--- src/rtl/alu_seq_top_if.sv ---
// Operand/result handshake bundle for alu_seq_top.
// The master side issues operations and consumes results.
// The slave side is the ALU.
interface alu_seq_top_if #(
    parameter int N = 8
);
    logic         in_valid;
    logic         in_ready;
    logic [N-1:0] A;
    logic [N-1:0] B;
    logic [3:0]   s;
    logic         out_valid;
    logic         out_ready;
    logic [N-1:0] F;
    logic [N-1:0] Hi;
    logic         G;
    logic         E;
    logic         L;
    logic         Zero;
    logic         carryOut;
    logic         Overflow;

    modport master (
        output in_valid, A, B, s, out_ready,
        input  in_ready, out_valid, F, Hi, G, E, L, Zero, carryOut, Overflow
    );

    modport slave (
        input  in_valid, A, B, s, out_ready,
        output in_ready, out_valid, F, Hi, G, E, L, Zero, carryOut, Overflow
    );
endinterface

--- src/rtl/alu_seq_top.sv ---
// N-bit signed ALU with registered results and valid/ready on both sides.
// Arithmetic, logic and shifter ops complete on the accept edge.
// Multiply and divide run N iterations of shift-add or restoring division
// on operand magnitudes. The sign is fixed up on the final edge.
module alu_seq_top #(
    parameter int N = 8
) (
    input  logic          clk,
    input  logic          rst,
    alu_seq_top_if.slave  bus
);
    localparam int SW = $clog2(N);

    typedef enum logic [1:0] {IDLE = 2'd0, CALC = 2'd1, DONE = 2'd2} state_t;

    state_t         state, state_nxt;
    logic           accept, start_mc, last_iter, load;
    logic [SW-1:0]  amt;

    // Latched multi-cycle operation
    logic [N-1:0]   op_a, op_b, mag_b, lo_reg;
    logic [N:0]     hi_reg;
    logic           op_signed, op_div;
    logic [SW-1:0]  cnt;
    logic [N-1:0]   a_mag, b_mag;

    // One iteration of the multi-cycle datapath
    logic [N:0]     mul_sum, div_shift, div_trial, hi_step;
    logic [N-1:0]   lo_step;

    // Final multi-cycle result
    logic [2*N-1:0] prod;
    logic [N-1:0]   quo, rem, mc_f, mc_hi;
    logic           mc_o;

    // Single-cycle result
    logic [N-1:0]   add_y, sc_f;
    logic           add_cin, sc_c, sc_o;
    logic [N:0]     sum;
    logic [2*N-1:0] rol_wide;

    // Value loaded into the result registers
    logic [N-1:0]   nxt_f, nxt_hi, cmp_a, cmp_b;
    logic           nxt_c, nxt_o;

    assign accept    = bus.in_valid & bus.in_ready;
    assign start_mc  = (bus.s[1:0] == 2'b10);
    assign last_iter = (state == CALC) && (cnt == '0);
    assign load      = last_iter | (accept & ~start_mc);
    assign amt       = bus.B[SW-1:0];

    // Signed ops iterate on magnitudes. The magnitude of MIN is exactly 2^(N-1).
    assign a_mag = (!bus.s[2] && bus.A[N-1]) ? -bus.A : bus.A;
    assign b_mag = (!bus.s[2] && bus.B[N-1]) ? -bus.B : bus.B;

    // FSM state register
    // NOTE: state elements use non-blocking assignment so every register samples pre-edge values.
    always_ff @(posedge clk or negedge rst) begin
        if (!rst) state <= IDLE;
        else      state <= state_nxt;
    end

    // FSM next-state logic; an accepted op always wins over returning to IDLE
    // NOTE: every combinational output gets a default first, so no path can infer a latch.
    always_comb begin
        state_nxt = state;
        case (state)
            IDLE: if (accept) state_nxt = start_mc ? CALC : DONE;
            CALC: if (cnt == '0) state_nxt = DONE;
            DONE: begin
                if (accept)             state_nxt = start_mc ? CALC : DONE;
                else if (bus.out_ready) state_nxt = IDLE;
            end
            default: state_nxt = IDLE;
        endcase
    end

    // FSM handshake outputs
    always_comb begin
        bus.in_ready  = (state == IDLE) || ((state == DONE) && bus.out_ready);
        bus.out_valid = (state == DONE);
    end

    // Single-cycle units: the shared adder, the logic ops and the shifter
    always_comb begin
        add_y   = bus.B;
        add_cin = 1'b0;
        case (bus.s[3:2])
            2'b00: begin add_y = bus.B;  add_cin = 1'b0; end
            2'b01: begin add_y = ~bus.B; add_cin = 1'b1; end
            2'b10: begin add_y = '0;     add_cin = 1'b1; end
            default: begin add_y = '1;   add_cin = 1'b0; end
        endcase
        sum      = {1'b0, bus.A} + {1'b0, add_y} + (N+1)'(add_cin);
        rol_wide = {bus.A, bus.A} << amt;
        sc_f = '0;
        sc_c = 1'b0;
        sc_o = 1'b0;
        case (bus.s[1:0])
            2'b00: begin
                sc_f = sum[N-1:0];
                sc_c = sum[N];
                sc_o = (bus.A[N-1] == add_y[N-1]) && (sum[N-1] != bus.A[N-1]);
            end
            2'b01: begin
                case (bus.s[3:2])
                    2'b00:   sc_f = bus.A & bus.B;
                    2'b01:   sc_f = bus.A | bus.B;
                    2'b10:   sc_f = bus.A ^ bus.B;
                    default: sc_f = ~bus.A;
                endcase
            end
            2'b11: begin
                case (bus.s[3:2])
                    2'b00:   sc_f = bus.A << amt;
                    2'b01:   sc_f = bus.A >> amt;
                    2'b10:   sc_f = $signed(bus.A) >>> amt;
                    default: sc_f = rol_wide[2*N-1:N];
                endcase
            end
            default: sc_f = '0;
        endcase
    end

    // One shift-add multiply step or one restoring-divide step
    always_comb begin
        mul_sum   = lo_reg[0] ? hi_reg + {1'b0, mag_b} : hi_reg;
        div_shift = {hi_reg[N-1:0], lo_reg[N-1]};
        div_trial = div_shift - {1'b0, mag_b};
        if (op_div) begin
            if (!div_trial[N]) begin
                hi_step = div_trial;
                lo_step = {lo_reg[N-2:0], 1'b1};
            end else begin
                hi_step = div_shift;
                lo_step = {lo_reg[N-2:0], 1'b0};
            end
        end else begin
            hi_step = {1'b0, mul_sum[N:1]};
            lo_step = {mul_sum[0], lo_reg[N-1:1]};
        end
    end

    // Sign fix-up and divide exceptions applied to the last iteration's output
    always_comb begin
        prod = {hi_step[N-1:0], lo_step};
        quo  = lo_step;
        rem  = hi_step[N-1:0];
        if (op_signed && (op_a[N-1] ^ op_b[N-1])) begin
            prod = -prod;
            quo  = -quo;
        end
        if (op_signed && op_a[N-1]) rem = -rem;
        mc_f  = prod[N-1:0];
        mc_hi = prod[2*N-1:N];
        mc_o  = 1'b0;
        if (op_div) begin
            if (op_b == '0) begin
                mc_f  = '1;
                mc_hi = op_a;
                mc_o  = 1'b1;
            end else if (op_signed && op_a == {1'b1, {(N-1){1'b0}}} && op_b == '1) begin
                mc_f  = quo;
                mc_hi = '0;
                mc_o  = 1'b1;
            end else begin
                mc_f  = quo;
                mc_hi = rem;
            end
        end
    end

    // Select the source of the result load: finishing iteration or accepted single-cycle op
    always_comb begin
        if (last_iter) begin
            nxt_f  = mc_f;
            nxt_hi = mc_hi;
            nxt_c  = 1'b0;
            nxt_o  = mc_o;
            cmp_a  = op_a;
            cmp_b  = op_b;
        end else begin
            nxt_f  = sc_f;
            nxt_hi = '0;
            nxt_c  = sc_c;
            nxt_o  = sc_o;
            cmp_a  = bus.A;
            cmp_b  = bus.B;
        end
    end

    // Latch multi-cycle operands at acceptance, then iterate while in CALC
    always_ff @(posedge clk or negedge rst) begin
        if (!rst) begin
            op_a      <= '0;
            op_b      <= '0;
            mag_b     <= '0;
            lo_reg    <= '0;
            hi_reg    <= '0;
            op_signed <= 1'b0;
            op_div    <= 1'b0;
            cnt       <= '0;
        end else if (accept && start_mc) begin
            op_a      <= bus.A;
            op_b      <= bus.B;
            mag_b     <= b_mag;
            lo_reg    <= a_mag;
            hi_reg    <= '0;
            op_signed <= ~bus.s[2];
            op_div    <= bus.s[3];
            cnt       <= SW'(N-1);
        end else if (state == CALC) begin
            hi_reg    <= hi_step;
            lo_reg    <= lo_step;
            cnt       <= cnt - SW'(1);
        end
    end

    // Result and flag registers load together and hold until the next result
    always_ff @(posedge clk or negedge rst) begin
        if (!rst) begin
            bus.F        <= '0;
            bus.Hi       <= '0;
            bus.G        <= 1'b0;
            bus.E        <= 1'b0;
            bus.L        <= 1'b0;
            bus.Zero     <= 1'b1;
            bus.carryOut <= 1'b0;
            bus.Overflow <= 1'b0;
        end else if (load) begin
            bus.F        <= nxt_f;
            bus.Hi       <= nxt_hi;
            bus.G        <= $signed(cmp_a) > $signed(cmp_b);
            bus.E        <= cmp_a == cmp_b;
            bus.L        <= $signed(cmp_a) < $signed(cmp_b);
            bus.Zero     <= nxt_f == '0;
            bus.carryOut <= nxt_c;
            bus.Overflow <= nxt_o;
        end
    end
endmodule

--- src/flat_wrapper.sv ---
// flat-port wrapper written by rule: the top's interface ports become plain ports
module alu_seq_top_flat 
#(
    parameter int N = 8
)
  (clk, rst, bus_in_valid, bus_A, bus_B, bus_s, bus_out_ready, bus_in_ready, bus_out_valid, bus_F, bus_Hi, bus_G, bus_E, bus_L, bus_Zero, bus_carryOut, bus_Overflow);
  alu_seq_top_if #(.N(N)) bus_i ();
  input  logic clk;
  input  logic rst;
  input wire logic [$bits(bus_i.in_valid)-1:0] bus_in_valid;
  input wire logic [$bits(bus_i.A)-1:0] bus_A;
  input wire logic [$bits(bus_i.B)-1:0] bus_B;
  input wire logic [$bits(bus_i.s)-1:0] bus_s;
  input wire logic [$bits(bus_i.out_ready)-1:0] bus_out_ready;
  output wire logic [$bits(bus_i.in_ready)-1:0] bus_in_ready;
  output wire logic [$bits(bus_i.out_valid)-1:0] bus_out_valid;
  output wire logic [$bits(bus_i.F)-1:0] bus_F;
  output wire logic [$bits(bus_i.Hi)-1:0] bus_Hi;
  output wire logic [$bits(bus_i.G)-1:0] bus_G;
  output wire logic [$bits(bus_i.E)-1:0] bus_E;
  output wire logic [$bits(bus_i.L)-1:0] bus_L;
  output wire logic [$bits(bus_i.Zero)-1:0] bus_Zero;
  output wire logic [$bits(bus_i.carryOut)-1:0] bus_carryOut;
  output wire logic [$bits(bus_i.Overflow)-1:0] bus_Overflow;
  assign bus_i.in_valid = bus_in_valid;
  assign bus_i.A = bus_A;
  assign bus_i.B = bus_B;
  assign bus_i.s = bus_s;
  assign bus_i.out_ready = bus_out_ready;
  assign bus_in_ready = bus_i.in_ready;
  assign bus_out_valid = bus_i.out_valid;
  assign bus_F = bus_i.F;
  assign bus_Hi = bus_i.Hi;
  assign bus_G = bus_i.G;
  assign bus_E = bus_i.E;
  assign bus_L = bus_i.L;
  assign bus_Zero = bus_i.Zero;
  assign bus_carryOut = bus_i.carryOut;
  assign bus_Overflow = bus_i.Overflow;
  alu_seq_top #(.N(N)) u_core (.clk(clk), .rst(rst), .bus(bus_i));
endmodule
--- config.mk ---
export PLATFORM = sky130hd
export DESIGN_NAME = alu_seq_top_flat
export DESIGN_NICKNAME = d
export VERILOG_FILES = /design/src/rtl/alu_seq_top_if.sv /design/src/rtl/alu_seq_top.sv /design/src/flat_wrapper.sv
export SDC_FILE = /design/constraint.sdc
export NUM_CORES = 1
export LEC_CHECK = 0
export BUFFER_PORTS_ARGS = -buffer_cell sky130_fd_sc_hd__buf_2
export CAP_MARGIN = 0
export CELL_PAD_IN_SITES_DETAIL_PLACEMENT = 1
export CELL_PAD_IN_SITES_GLOBAL_PLACEMENT = 2
export CORE_MARGIN = 2
export CORE_UTILIZATION = 30
export DETAILED_ROUTE_END_ITERATION = 6
export GPL_TIMING_DRIVEN = 0
export MAX_ROUTING_LAYER = met4
export PLACE_DENSITY = 0.72
export SLEW_MARGIN = 5
export SYNTH_ARGS = -nofsm -noshare
export SYNTH_HDL_FRONTEND = slang
export SYNTH_SLANG_ARGS = --single-unit
--- constraint.sdc ---
create_clock -name clk -period 5.1 [get_ports clk]
set_input_delay 0.255 -clock clk [delete_from_list [all_inputs] [get_ports clk]]
set_output_delay 0.255 -clock clk [all_outputs]
set_load 0.02 [all_outputs]
* After elaboration in Yosys (flattened, before gate mapping)
Cells that the tools add are included.
Operators by class: bitwise gates (word level) 11, eq/ne operators 15, add/subtract/negate cells 10, magnitude comparators 2, shifts and indexed selects 4, reductions and logical operators 21, multiplexer cells 43
Operators by type and width (number):
- 2-to-1 mux 8 bit | 16
- one-hot mux 8 bit (3 select lines) | 4
- 2-to-1 mux 9 bit | 5
- negator 8 bit | 4
- equality test 8 bit (second input constant) | 2
- zero test 8 bit | 2
- 2-to-1 mux 16 bit | 1
- negator 16 bit | 1
- inverter 8 bit | 2
- left shift 16 x 3 -> 16 bit | 1
- logical AND 1 bit | 10
- 2-to-1 mux 2 bit | 5
- adder 8 x 8 -> 9 bit | 1
- adder 9 x 1 -> 9 bit | 1
- adder 9 x 8 -> 9 bit | 1
- 2-to-1 mux 1 bit | 9
- subtractor 9 x 8 -> 9 bit | 1
- bitwise AND 8 bit | 1
- equality test 2 bit (second input constant) | 4
- equality test 8 bit | 1
- greater-than comparator 8 bit | 1
- less-than comparator 8 bit | 1
- OR 8 bit | 1
- left shift 8 x 3 -> 8 bit | 1
- other kinds (22) | 30
Storage, ports and cells: word-level logic and storage cells 123, bits in registers 70, output and inout bits 24

* Longest topological paths before layout
Gate-level depths: netlist of the first run.
depth in word-level cells 9, depth in mapped cells 21, depth with buffers taken out 20

* Worst setup path after synthesis of the first run
Ideal clock, no wire load.
kind register to register, start point register u_core.lo_reg[7], end point register u_core.bus.Hi[7], clock period less this slack 3.940 ns, library setup time 0.132 ns, path buffers 0, arrival time 3.809 ns, slack 1.160 ns, cell stages (with the launch flop) 21, path through dfrtp_1 inv_1 ha_1 inv_1 fa_1 a211oi_2 o21bai_1 a21oi_1 nor2b_1 o21ai_0 nand2b_1 ha_1 or3b_1 a21oi_1 nand3_1 nor3_2 and4_1 a41oi_2 xor2_1 o21ai_1 a22oi_1
On the way: longest elaborated chain between the ends 9
RTL lines:
- start: declaration | RTL line alu_seq_top.sv:21 | logic [N-1:0] op_a, op_b, mag_b, lo_reg;
- start signal: assignment | RTL line alu_seq_top.sv:207 | lo_reg <= a_mag;
- start signal: assignment | RTL line alu_seq_top.sv:214 | lo_reg <= lo_step;
- subtractor 9 x 8 -> 9 bit | RTL line alu_seq_top.sv:129 | div_trial = div_shift - {1'b0, mag_b};
- 2-to-1 mux 9 bit | RTL line alu_seq_top.sv:131 | if (!div_trial[N]) begin
- 2-to-1 mux 9 bit | RTL line alu_seq_top.sv:130 | if (op_div) begin
- negator 8 bit | RTL line alu_seq_top.sv:153 | if (op_signed && op_a[N-1]) rem = -rem;
- 2-to-1 mux 8 bit | RTL line alu_seq_top.sv:153
- 2-to-1 mux 8 bit | RTL line alu_seq_top.sv:162 | end else if (op_signed && op_a == {1'b1, {(N-1){1'b0}}} && op_b == '1) begin
- 2-to-1 mux 8 bit | RTL line alu_seq_top.sv:158 | if (op_b == '0) begin
- 2-to-1 mux 8 bit * | RTL line alu_seq_top.sv:157 | if (op_div) begin
- 2-to-1 mux 8 bit * | RTL line alu_seq_top.sv:175 | if (last_iter) begin
- end signal: assignment | RTL line alu_seq_top.sv:232 | bus.Hi <= nxt_hi;
- end: declaration | RTL line alu_seq_top_if.sv:30 | output in_ready, out_valid, F, Hi, G, E, L, Zero, carryOut, Overflow
Every way passes the cells marked *; elsewhere a longest branch is shown, timed or not. A chain may end at the register's enable or synchronous reset.

* Worst setup path after layout of the first run
start point input port bus_s[2], end point register u_core.bus.Zero
On the way: longest elaborated chain between the ends 7
RTL lines:
- start: declaration | RTL line flat_wrapper.sv:13 | input wire logic [$bits(bus_i.s)-1:0] bus_s;
- equality test 2 bit, or another cell as far along | RTL line alu_seq_top.sv:88, alu_seq_top.sv:106, alu_seq_top.sv:114
- one-hot mux 8 bit (3 select lines) / OR reduction 2 bit (equally long branches)
- adder 8 x 8 -> 9 bit / 2-to-1 mux 1 bit (equally long branches) | RTL line alu_seq_top.sv:94, alu_seq_top.sv:88
- adder 9 x 1 -> 9 bit | RTL line alu_seq_top.sv:94 | sum = {1'b0, bus.A} + {1'b0, add_y} + (N+1)'(add_cin);
- one-hot mux 8 bit (3 select lines) * | RTL line alu_seq_top.sv:99 | case (bus.s[1:0])
- 2-to-1 mux 8 bit * | RTL line alu_seq_top.sv:175
- zero test 8 bit * | RTL line alu_seq_top.sv:236 | bus.Zero <= nxt_f == '0;
- end signal: assignment | RTL line alu_seq_top.sv:227 | bus.Zero <= 1'b1;
- end signal: assignment | RTL line alu_seq_top.sv:236
- end: declaration | RTL line alu_seq_top_if.sv:30
Marked as above.

==> results_dict.tcl, run 1 <==
set metrics [dict create \
    yosysTopAreaCell "dfrtp_1" \
    internal_power_w 0.00228 \
    synthFlopType "dfrtp_1" \
    vias_per_cell 5.68 \
    p_seq_frac 0.218 \
    cts.sinks 69 \
    dieWidth_um 156 \
    hp-class "in2reg" \
    timing.final.crit_share 0.925 \
    critPathMaxStageDelay_ps 660 \
    use_met1 0.319 \
    setup_viol 0 \
    hold_path_depth 3 \
    drc_errors 0 \
    synth_top_cells_by_area "dfrtp_1, ha_1, nand2_1, o21ai_0, a21oi_1" \
    maxCapViolations 0 \
    post-cts-setup-buffers 0 \
    endpoint_kind "flop" \
    path_delay_family "compound AO/OA/AOI/OAI gates" \
    power_frac_clock 0.142 \
    ys_async_sr_fraction 1.00 \
    setup.worst_path.start_class "input pin" \
    synthCells 885 \
    coreArea_um2 22700 \
    hold_viol_final 0 \
    rr_worst_depth 20 \
    clk_latency_ps 350 \
    ir_worst_vdd_v 0.000277 \
    drt_iter0_drc 404 \
    crit_chain "buf_2, ha_1, buf_2, inv_1, clkbuf_1, buf_1, o211a_1, fa_1, inv_1, fa_1, a21o_1, a211oi_1, nor3_1, a2111oi_0, a211o_1, nand3_1, nor4bb_1, a32o_2" \
    crit_buf_inv 6 \
    synth_cell_types 82 \
    rsz0062_at_grt "no" \
    arrival_ps 5010 \
    grt_pass1_wl_um 42500 \
    place_congestion 0.882 \
    vias 7014 \
    cts_buffers 9 \
    drive_above_1_share 0.130 \
    synth.avg_cell_area_um2 7.87 \
    syn_to_final_growth_pct 13.7 \
    slew_headroom 0.420 \
    yosysWarnings 0 \
    synth_commonest_cells "nand2_1, o21ai_0, nor2_1" \
    ant_nets 0 \
    dieArea_um2 24500 \
    cts_tree "done" \
    sw_frac_of_total 0.518 \
    period_minus_slack_ps 4720 \
    path_class "in2reg" \
    grt.busiest_layer "met2" \
    worst_slew_pin_slew_ps 870 \
    gr-usage-all-layers 0.237 \
    synth.net_count 971 \
    gr-total-overflow 0 \
    yosysMostFrequentCell "nand2_1" \
    ios 48 \
    drt-total-wl_um 27800 \
    slowest_stage "a2111oi_0" \
    synth.yosys.seq_area_share 0.248 \
    nets 1030 \
    power.static_leakage_nw 3.50 \
    path_depth 18 \
    largest_reg_flops 9 \
    start_util 0.307 \
    antenna_found_initial 0 \
    p_per_area_nw_per_um2 596 \
    drt_pass1_iterations 5 \
    die_h_um 156 \
    core.rowCount 55 \
    outcome "finished clean" \
    netlist_area_um2 6970 \
    clk_path_buf_depth 2 \
    clock_skew_ps 7.79 \
    clockRootBuffer "clkbuf_16" \
    timing.hold.ws_ps 186 \
    use_met2 0.374 \
    share_comb_of_total_power 0.640 \
    crit_fanout 10 \
    synth_edf_count 0 \
    slew_violations 0 \
    fmax_mhz 212 \
    yosys.area.top_type_share 0.244 \
    cts_max_level 3 \
    num_antenna_cells 0 \
    critPathRequiredTime_ps 5400 \
    grt_max_degree 54 \
    setup_tns_ps 0 \
    path_clk_slew_ps 70 \
    dp_hpwl_um 21900 \
    grt_use_met3 0.0285 \
    p_sw_w 0.00245 \
    ys_seq_elements 69 \
    wl_per_cell_um 22.5 \
    port_buffers 46 \
    grt_pass1_vias 6991 \
]
[area by class of cell]
type | count | area (um2)
fill | 2780 | 14800
multi-input combinational | 708 | 4800
sequential | 69 | 1730
tap | 285 | 357
buffer | 59 | 272
timing repair buffer | 48 | 270
clock buffer | 9 | 225
inverter | 49 | 184
clock inverter | 7 | 80.1
[metal layers]
layer / wire length, um / vias to the layer above
met2: 12600 / 167
met1: 13400 / 3502
met4: 581 / 0
li1: - / 3311
met3: 1170 / 34
met5: 0 / -
[worst paths after layout]
path                                        from               end  slack, ps
worst max-delay path                    bus_s[2]   u_core.bus.Zero        380
worst min-delay path                    bus_s[3]     u_core.op_div        190
worst max register to register  u_core.lo_reg[7]  u_core.bus.Hi[6]        400
worst min register to register     u_core.cnt[0]     u_core.cnt[0]        470
max in group asynchronous                    rst   u_core.bus.Zero       4180
min in group asynchronous                    rst   u_core.mag_b[3]        320
[stage by stage]
step / util / setup slack, ps / std cells / power, W / instance area (um2)
4_1_cts: 0.348 / 171 / 1234 / 0.00468 / 7900
6_report: 0.349 / 383 / 1234 / 0.00472 / 7920
3_5_place_dp: 0.334 / 9.34 / 1217 / 0.00400 / 7590
5_1_grt: 0.349 / 31.9 / 1234 / 0.00508 / 7920
3_3_place_gp: 0.333 / 40.3 / 1216 / 0.00396 / 7560
2_1_floorplan: - / 1160 / 885 / 0.00306 / 6970
[cells by family after synthesis]
group,Yosys count,share of synthesized area
buffers and inverters,108,0.0653
multiplexers,37,0.0661
flip-flops,69,0.248
AND/OR/NAND/NOR,284,0.183
XOR/XNOR,39,0.0490
AO/OA/AOI/OAI,286,0.273
adder cells (fa/ha/maj),62,0.116
[timing repair]
| action | in CTS | in global routing |
|---|---|---|
| hold endpoints to repair | 16 | 0 |
| setup endpoints to repair | 0 | 4 |
| gates resized for setup | 0 | 6 |
| hold buffers | 1 | 0 |
[worst reg2reg max path: cells and delay by family, from the launching register on]
family | cells | cell delay (ps)
AOI/OAI and AO/OA | 9 | 1810
adders and majority gates | 3 | 1110
and+or+nand+nor | 4 | 560
DFF | 1 | 390
muxes | 1 | 350
xor gates and xnor gates | 1 | 190
buffers and inverters | 2 | 160
[power groups by stage]
stage / clock network, W / logic, W / registers [W]
2_1_floorplan: 0 / 0.00205 / 0.00101
3_3_place_gp: 0 / 0.00293 / 0.00103
3_5_place_dp: 0 / 0.00297 / 0.00103
4_1_cts: 0.000677 / 0.00298 / 0.00103
5_1_grt: 0.000700 / 0.00331 / 0.00106
6_report: 0.000670 / 0.00302 / 0.00103
[layout by cell type (no fill, tap or decap), types with 9 or more instances in the layout]
cell type and instances:
a211oi_1 12, a21oi_1 59, a31oi_1 11, buf_2 61
clkbuf_1 34, clkbuf_16 9, dfrtp_1 67, ha_1 57
inv_1 46, mux2i_1 25, nand2_1 121, nand3_1 26
nor2_1 68, nor3_1 14, o211ai_1 13, o21ai_0 90
or3_1 9, xnor2_1 25, xor2_1 14
(Power assumes the default switching activity.)
==> inputs of run 2 (changes only) <==
--- a/config.mk
+++ b/config.mk
@@ -5,16 +5,18 @@
 export SDC_FILE = /design/constraint.sdc
 export NUM_CORES = 1
 export LEC_CHECK = 0
-export BUFFER_PORTS_ARGS = -buffer_cell sky130_fd_sc_hd__buf_2
 export CAP_MARGIN = 0
 export CELL_PAD_IN_SITES_DETAIL_PLACEMENT = 1
 export CELL_PAD_IN_SITES_GLOBAL_PLACEMENT = 2
 export CORE_MARGIN = 2
 export CORE_UTILIZATION = 30
+export CTS_CLUSTER_DIAMETER = 30
 export DETAILED_ROUTE_END_ITERATION = 6
+export DONT_BUFFER_PORTS = 1
 export GPL_TIMING_DRIVEN = 0
 export MAX_ROUTING_LAYER = met4
-export PLACE_DENSITY = 0.72
+export PLACE_DENSITY = 0.69
+export RECOVER_POWER = 25
 export SLEW_MARGIN = 5
 export SYNTH_ARGS = -nofsm -noshare
 export SYNTH_HDL_FRONTEND = slang
==> results_dict.tcl, run 2 (same netlist as run 1, synthesis figures left out) <==
set metrics [dict create \
    ir_worst_vdd_v 0.000193 \
    crit_buf_inv 2 \
    power.static_leakage_nw 3.32 \
    holdCritStartpoint "bus_s[2]" \
    crit_fanout 7 \
    p_total_w 0.00470 \
    endpoint_kind "flop" \
    wl_per_cell_um 23.3 \
    hold_viol_final 0 \
    ant_nets 0 \
    worst_slew_pin_slew_ps 915 \
    regArea_um2 1730 \
    cts_max_level 3 \
    largest_reg_flops 9 \
    setup_viol 0 \
    slew_headroom 0.390 \
    clockRootBuffer "clkbuf_16" \
    slew_violations 0 \
    arrival_ps 4960 \
    path_delay_family "compound AO/OA/AOI/OAI gates" \
    place_ws_ps 205 \
    p_per_area_nw_per_um2 609 \
    coreArea_um2 22700 \
    rr_startpoint "u_core.lo_reg[7]" \
    core.rowCount 55 \
    slowest_stage "ha_2" \
    outcome "finished clean" \
    nets 984 \
    path_clk_slew_ps 60 \
    ios 48 \
    grt_pass1_wl_um 42300 \
    grt_max_degree 70 \
    drc_errors 0 \
    clk_latency_ps 350 \
    drt_iter0_drc 320 \
    place_congestion 0.889 \
    fin_area_um2 7730 \
    path_class "reg2reg" \
    multi_input_area_um2 4800 \
    num_antenna_cells 0 \
    drt_pass1_iterations 5 \
    dieArea_um2 24500 \
    start_util 0.307 \
    setup.worst_path.start_class "flop" \
    drt-total-wl_um 27700 \
    fill_cells 2722 \
    critPathMaxStageDelay_ps 460 \
    crit_chain "inv_1, ha_1, inv_1, fa_1, a211oi_2, o21bai_1, a21oi_1, nor2b_1, o21ai_0, nand2b_1, ha_2, mux2_2, nand2_1, o31ai_1, nor2_2, o211a_1, a31oi_2, xnor2_1, a221oi_2, o31ai_1" \
    dp_hpwl_um 21700 \
    final_common_cell "nand2_1" \
    clk_path_buf_depth 2 \
    timing.final.crit_share 0.933 \
    setup_tns_ps 0 \
    dieWidth_um 156 \
    final_cell_mix "nand2_1, o21ai_0, nor2_1" \
    clock_skew_ps 8.62 \
    syn_to_final_growth_pct 10.9 \
    rsz0062_at_grt "no" \
    cts_buffers 9 \
    startpoint "u_core.lo_reg[7]" \
    drive_above_1_share 0.0853 \
    gr-total-overflow 0 \
    timing.hold.ws_ps 25.5 \
    vias 6729 \
    cts_tree "done" \
    maxCapViolations 0 \
    die_h_um 156 \
    post-cts-setup-buffers 0 \
    grt_pass1_vias 6806 \
    place_area_um2 7330 \
    fin_ws_ps 340 \
    cts.sinks 69 \
    vias_per_cell 5.66 \
    port_buffers 0 \
    period_minus_slack_ps 4760 \
    antenna_found_initial 0 \
    gr-usage-all-layers 0.236 \
    fmax_mhz 210 \
    hp-class "in2reg" \
    critPathRequiredTime_ps 5300 \
]
-- run 2: final timing paths --
check	end	slack, ps	cells past startpoint
max	u_core.bus.Hi[6]	340	20
min	u_core.op_signed	30	1
max reg2reg	u_core.bus.Hi[6]	340	20
min reg2reg	u_core.cnt[0]	480	1
max in group asynchronous	u_core.bus.Zero	4280	2
min in group asynchronous	u_core.bus.Hi[2]	520	2
-- run 2: area by class of cell --
type	instances	share of cell area
multi-input cells	708	0.622
flip-flops and latches	69	0.224
well taps	285	0.0461
plain buffers	59	0.0351
clock buffers	9	0.0291
inverters	49	0.0238
clock inverters	7	0.0155
repair buffers	2	0.00486
-- run 2: timing repair --
action	CTS	global route
gates resized for setup	0	6
endpoints found under the hold margin	69	0
hold buffers	2	0
setup endpoints to repair	0	4
-- run 2: where the power goes --
part	switching, W	internal (W)	total, W
registers	0.000344	0.000774	0.00112
logic	0.00178	0.00107	0.00285
clock network	0.000258	0.000480	0.000738
total	0.00238	0.00232	0.00470
-- run 2: worst reg2reg max path, stage by stage, from the launching register on --
cell	delay, ps
dfrtp_1	400
inv_1	90
ha_1	220
inv_1	70
fa_1	440
a211oi_2	330
o21bai_1	180
a21oi_1	170
nor2b_1	60
o21ai_0	150
nand2b_1	150
ha_2	460
mux2_2	350
nand2_1	100
o31ai_1	170
nor2_2	270
o211a_1	320
a31oi_2	140
xnor2_1	180
a221oi_2	280
o31ai_1	100
-- run 2: stage by stage --
stage | cells | utilization
final | 1188 | 0.340
after detailed placement | 1170 | 0.323
after global routing | 1188 | 0.340
after floorplan | 885 | -
after global placement | 1170 | 0.323
after CTS | 1188 | 0.339
-- run 2: routing by layer --
metal | track usage | share of wire
met3 | 0.0269 | 0.033
met4 | 0.0568 | 0.015
met1 | 0.322 | 0.49
met5 | - | 0
met2 | 0.374 | 0.46
==> inputs of run 3 (changes only) <==
--- a/config.mk
+++ b/config.mk
@@ -6,16 +6,15 @@
 export NUM_CORES = 1
 export LEC_CHECK = 0
 export CAP_MARGIN = 0
-export CELL_PAD_IN_SITES_DETAIL_PLACEMENT = 1
+export CELL_PAD_IN_SITES_DETAIL_PLACEMENT = 2
 export CELL_PAD_IN_SITES_GLOBAL_PLACEMENT = 2
-export CORE_MARGIN = 2
-export CORE_UTILIZATION = 30
+export CORE_UTILIZATION = 39
 export CTS_CLUSTER_DIAMETER = 30
 export DETAILED_ROUTE_END_ITERATION = 6
 export DONT_BUFFER_PORTS = 1
 export GPL_TIMING_DRIVEN = 0
 export MAX_ROUTING_LAYER = met4
-export PLACE_DENSITY = 0.69
+export PLACE_DENSITY = 0.85
 export RECOVER_POWER = 25
 export SLEW_MARGIN = 5
 export SYNTH_ARGS = -nofsm -noshare
==> results_dict.tcl, run 3 (same netlist as run 1, synthesis figures left out) <==
set metrics [dict create \
    power.static_leakage_nw 3.29 \
    ir_worst_vdd_v 0.000232 \
    cts_buffers 9 \
    dieWidth_um 136 \
    hold_viol_final 0 \
    drc_errors 0 \
    setup.worst_path.start_class "flop" \
    place_ws_ps 58.2 \
    fin_ws_ps 180 \
    worst_slew_pin_slew_ps 800 \
    port_buffers 0 \
    slowest_stage "ha_2" \
    drt-total-wl_um 30400 \
    vias 7300 \
    vias_per_cell 6.47 \
    nets 985 \
    final_core_util 0.439 \
    ios 48 \
    cts_max_level 3 \
    antenna_found_initial 0 \
    p_per_area_nw_per_um2 638 \
    dp_hpwl_um 22200 \
    fin_area_um2 7610 \
    crit_buf_inv 3 \
    hp-class "in2reg" \
    coreArea_um2 17400 \
    arrival_ps 5130 \
    cts_tree "done" \
    drive_above_1_share 0.0874 \
    drt_pass1_iterations 5 \
    largest_reg_flops 9 \
    path_delay_family "compound AO/OA/AOI/OAI gates" \
    start_util 0.402 \
    final_common_cell "nand2_1" \
    die_h_um 136 \
    clk_latency_ps 350 \
    clk_path_buf_depth 2 \
    crit_chain "inv_1, ha_1, inv_1, fa_1, a211oi_4, o21bai_1, a21oi_1, nor2b_1, o21ai_0, nand2b_1, ha_2, buf_4, nor2_1, a21oi_1, a2bb2oi_1, o21ai_2, o211a_2, a31oi_2, xnor2_1, a221oi_2, o31ai_1" \
    ant_nets 0 \
    endpoint_kind "flop" \
    path_class "reg2reg" \
    grt_pass1_wl_um 46100 \
    grt_max_degree 70 \
    outcome "finished clean" \
    critPathMaxStageDelay_ps 470 \
    fmax_mhz 203 \
    setup_tns_ps 0 \
    num_antenna_cells 0 \
    wl_per_cell_um 26.9 \
    setup_viol 0 \
    cts.sinks 69 \
    crit_fanout 10 \
    dieArea_um2 18400 \
    period_minus_slack_ps 4920 \
    final_cell_mix "nand2_1, o21ai_0, nor2_1" \
    drt_iter0_drc 493 \
    timing.hold.ws_ps 18.4 \
    grt_pass1_vias 7743 \
    gr-usage-all-layers 0.347 \
    core.rowCount 48 \
    maxCapViolations 0 \
    clockRootBuffer "clkbuf_16" \
    syn_to_final_growth_pct 9.21 \
    timing.final.crit_share 0.965 \
    place_area_um2 7250 \
    critPathRequiredTime_ps 5310 \
    path_clk_slew_ps 70 \
    gr-total-overflow 0 \
    place_congestion 0.918 \
    clock_skew_ps 9.67 \
    slew_headroom 0.463 \
    slew_violations 0 \
]
==> run 3: changes by cell type in the layout (fill, tap and decap cells not counted), moves of 2 or more <==
cell,change
bufinv_16,-3
clkbuf_8,+2
clkinv_4,+2
inv_6,-2
==> run 3: where the power goes <==
part / internal [W] / switching [W]
combinational: 0.00110 / 0.00200
clock: 0.000356 / 0.000273
sequential: 0.000774 / 0.000351
==> run 3: final timing paths <==
check / from / end / slack, ps / cells after the start
max reg2reg: u_core.lo_reg[7] / u_core.bus.Hi[6] / 180 / 21
min: bus_s[2] / u_core.op_signed / 20 / 1
max: u_core.lo_reg[7] / u_core.bus.Hi[6] / 180 / 21
min reg2reg: u_core.cnt[0] / u_core.cnt[0] / 480 / 1
max in group asynchronous: rst / u_core.bus.Zero / 4260 / 2
min in group asynchronous: rst / u_core.mag_b[5] / 490 / 2
==> run 3: through the flow <==
step / cells / total power (W)
global placement: 1110 / 0.00381
floorplan: 885 / 0.00306
global route: 1129 / 0.00513
finish: 1129 / 0.00485
detailed placement: 1110 / 0.00397
CTS: 1128 / 0.00469
==> run 3: final cells by class <==
cell class,instances,area (um2)
repair buffers,3,45.0
inverters,49,184
clock buffers,11,253
fillers,1965,9750
plain buffers,59,272
multi-input cells,708,4810
flip-flops and latches,69,1730
well taps,225,282
clock inverters,5,35.0
==> run 3: per-layer routing <==
metal,vias up,GRT usage,share of wire
li1,3223,-,-
met1,3765,0.438,0.44
met2,239,0.544,0.48
met3,73,0.0647,0.057
met4,0,0.138,0.029
met5,-,-,0
==> run 3: repair_timing <==
action,in CTS,in global routing
endpoints found under the hold margin,69,0
buffers inserted,0,1
pin swaps,0,3
endpoints found under the setup margin,1,6
hold buffers,2,0
gates resized for setup,1,7
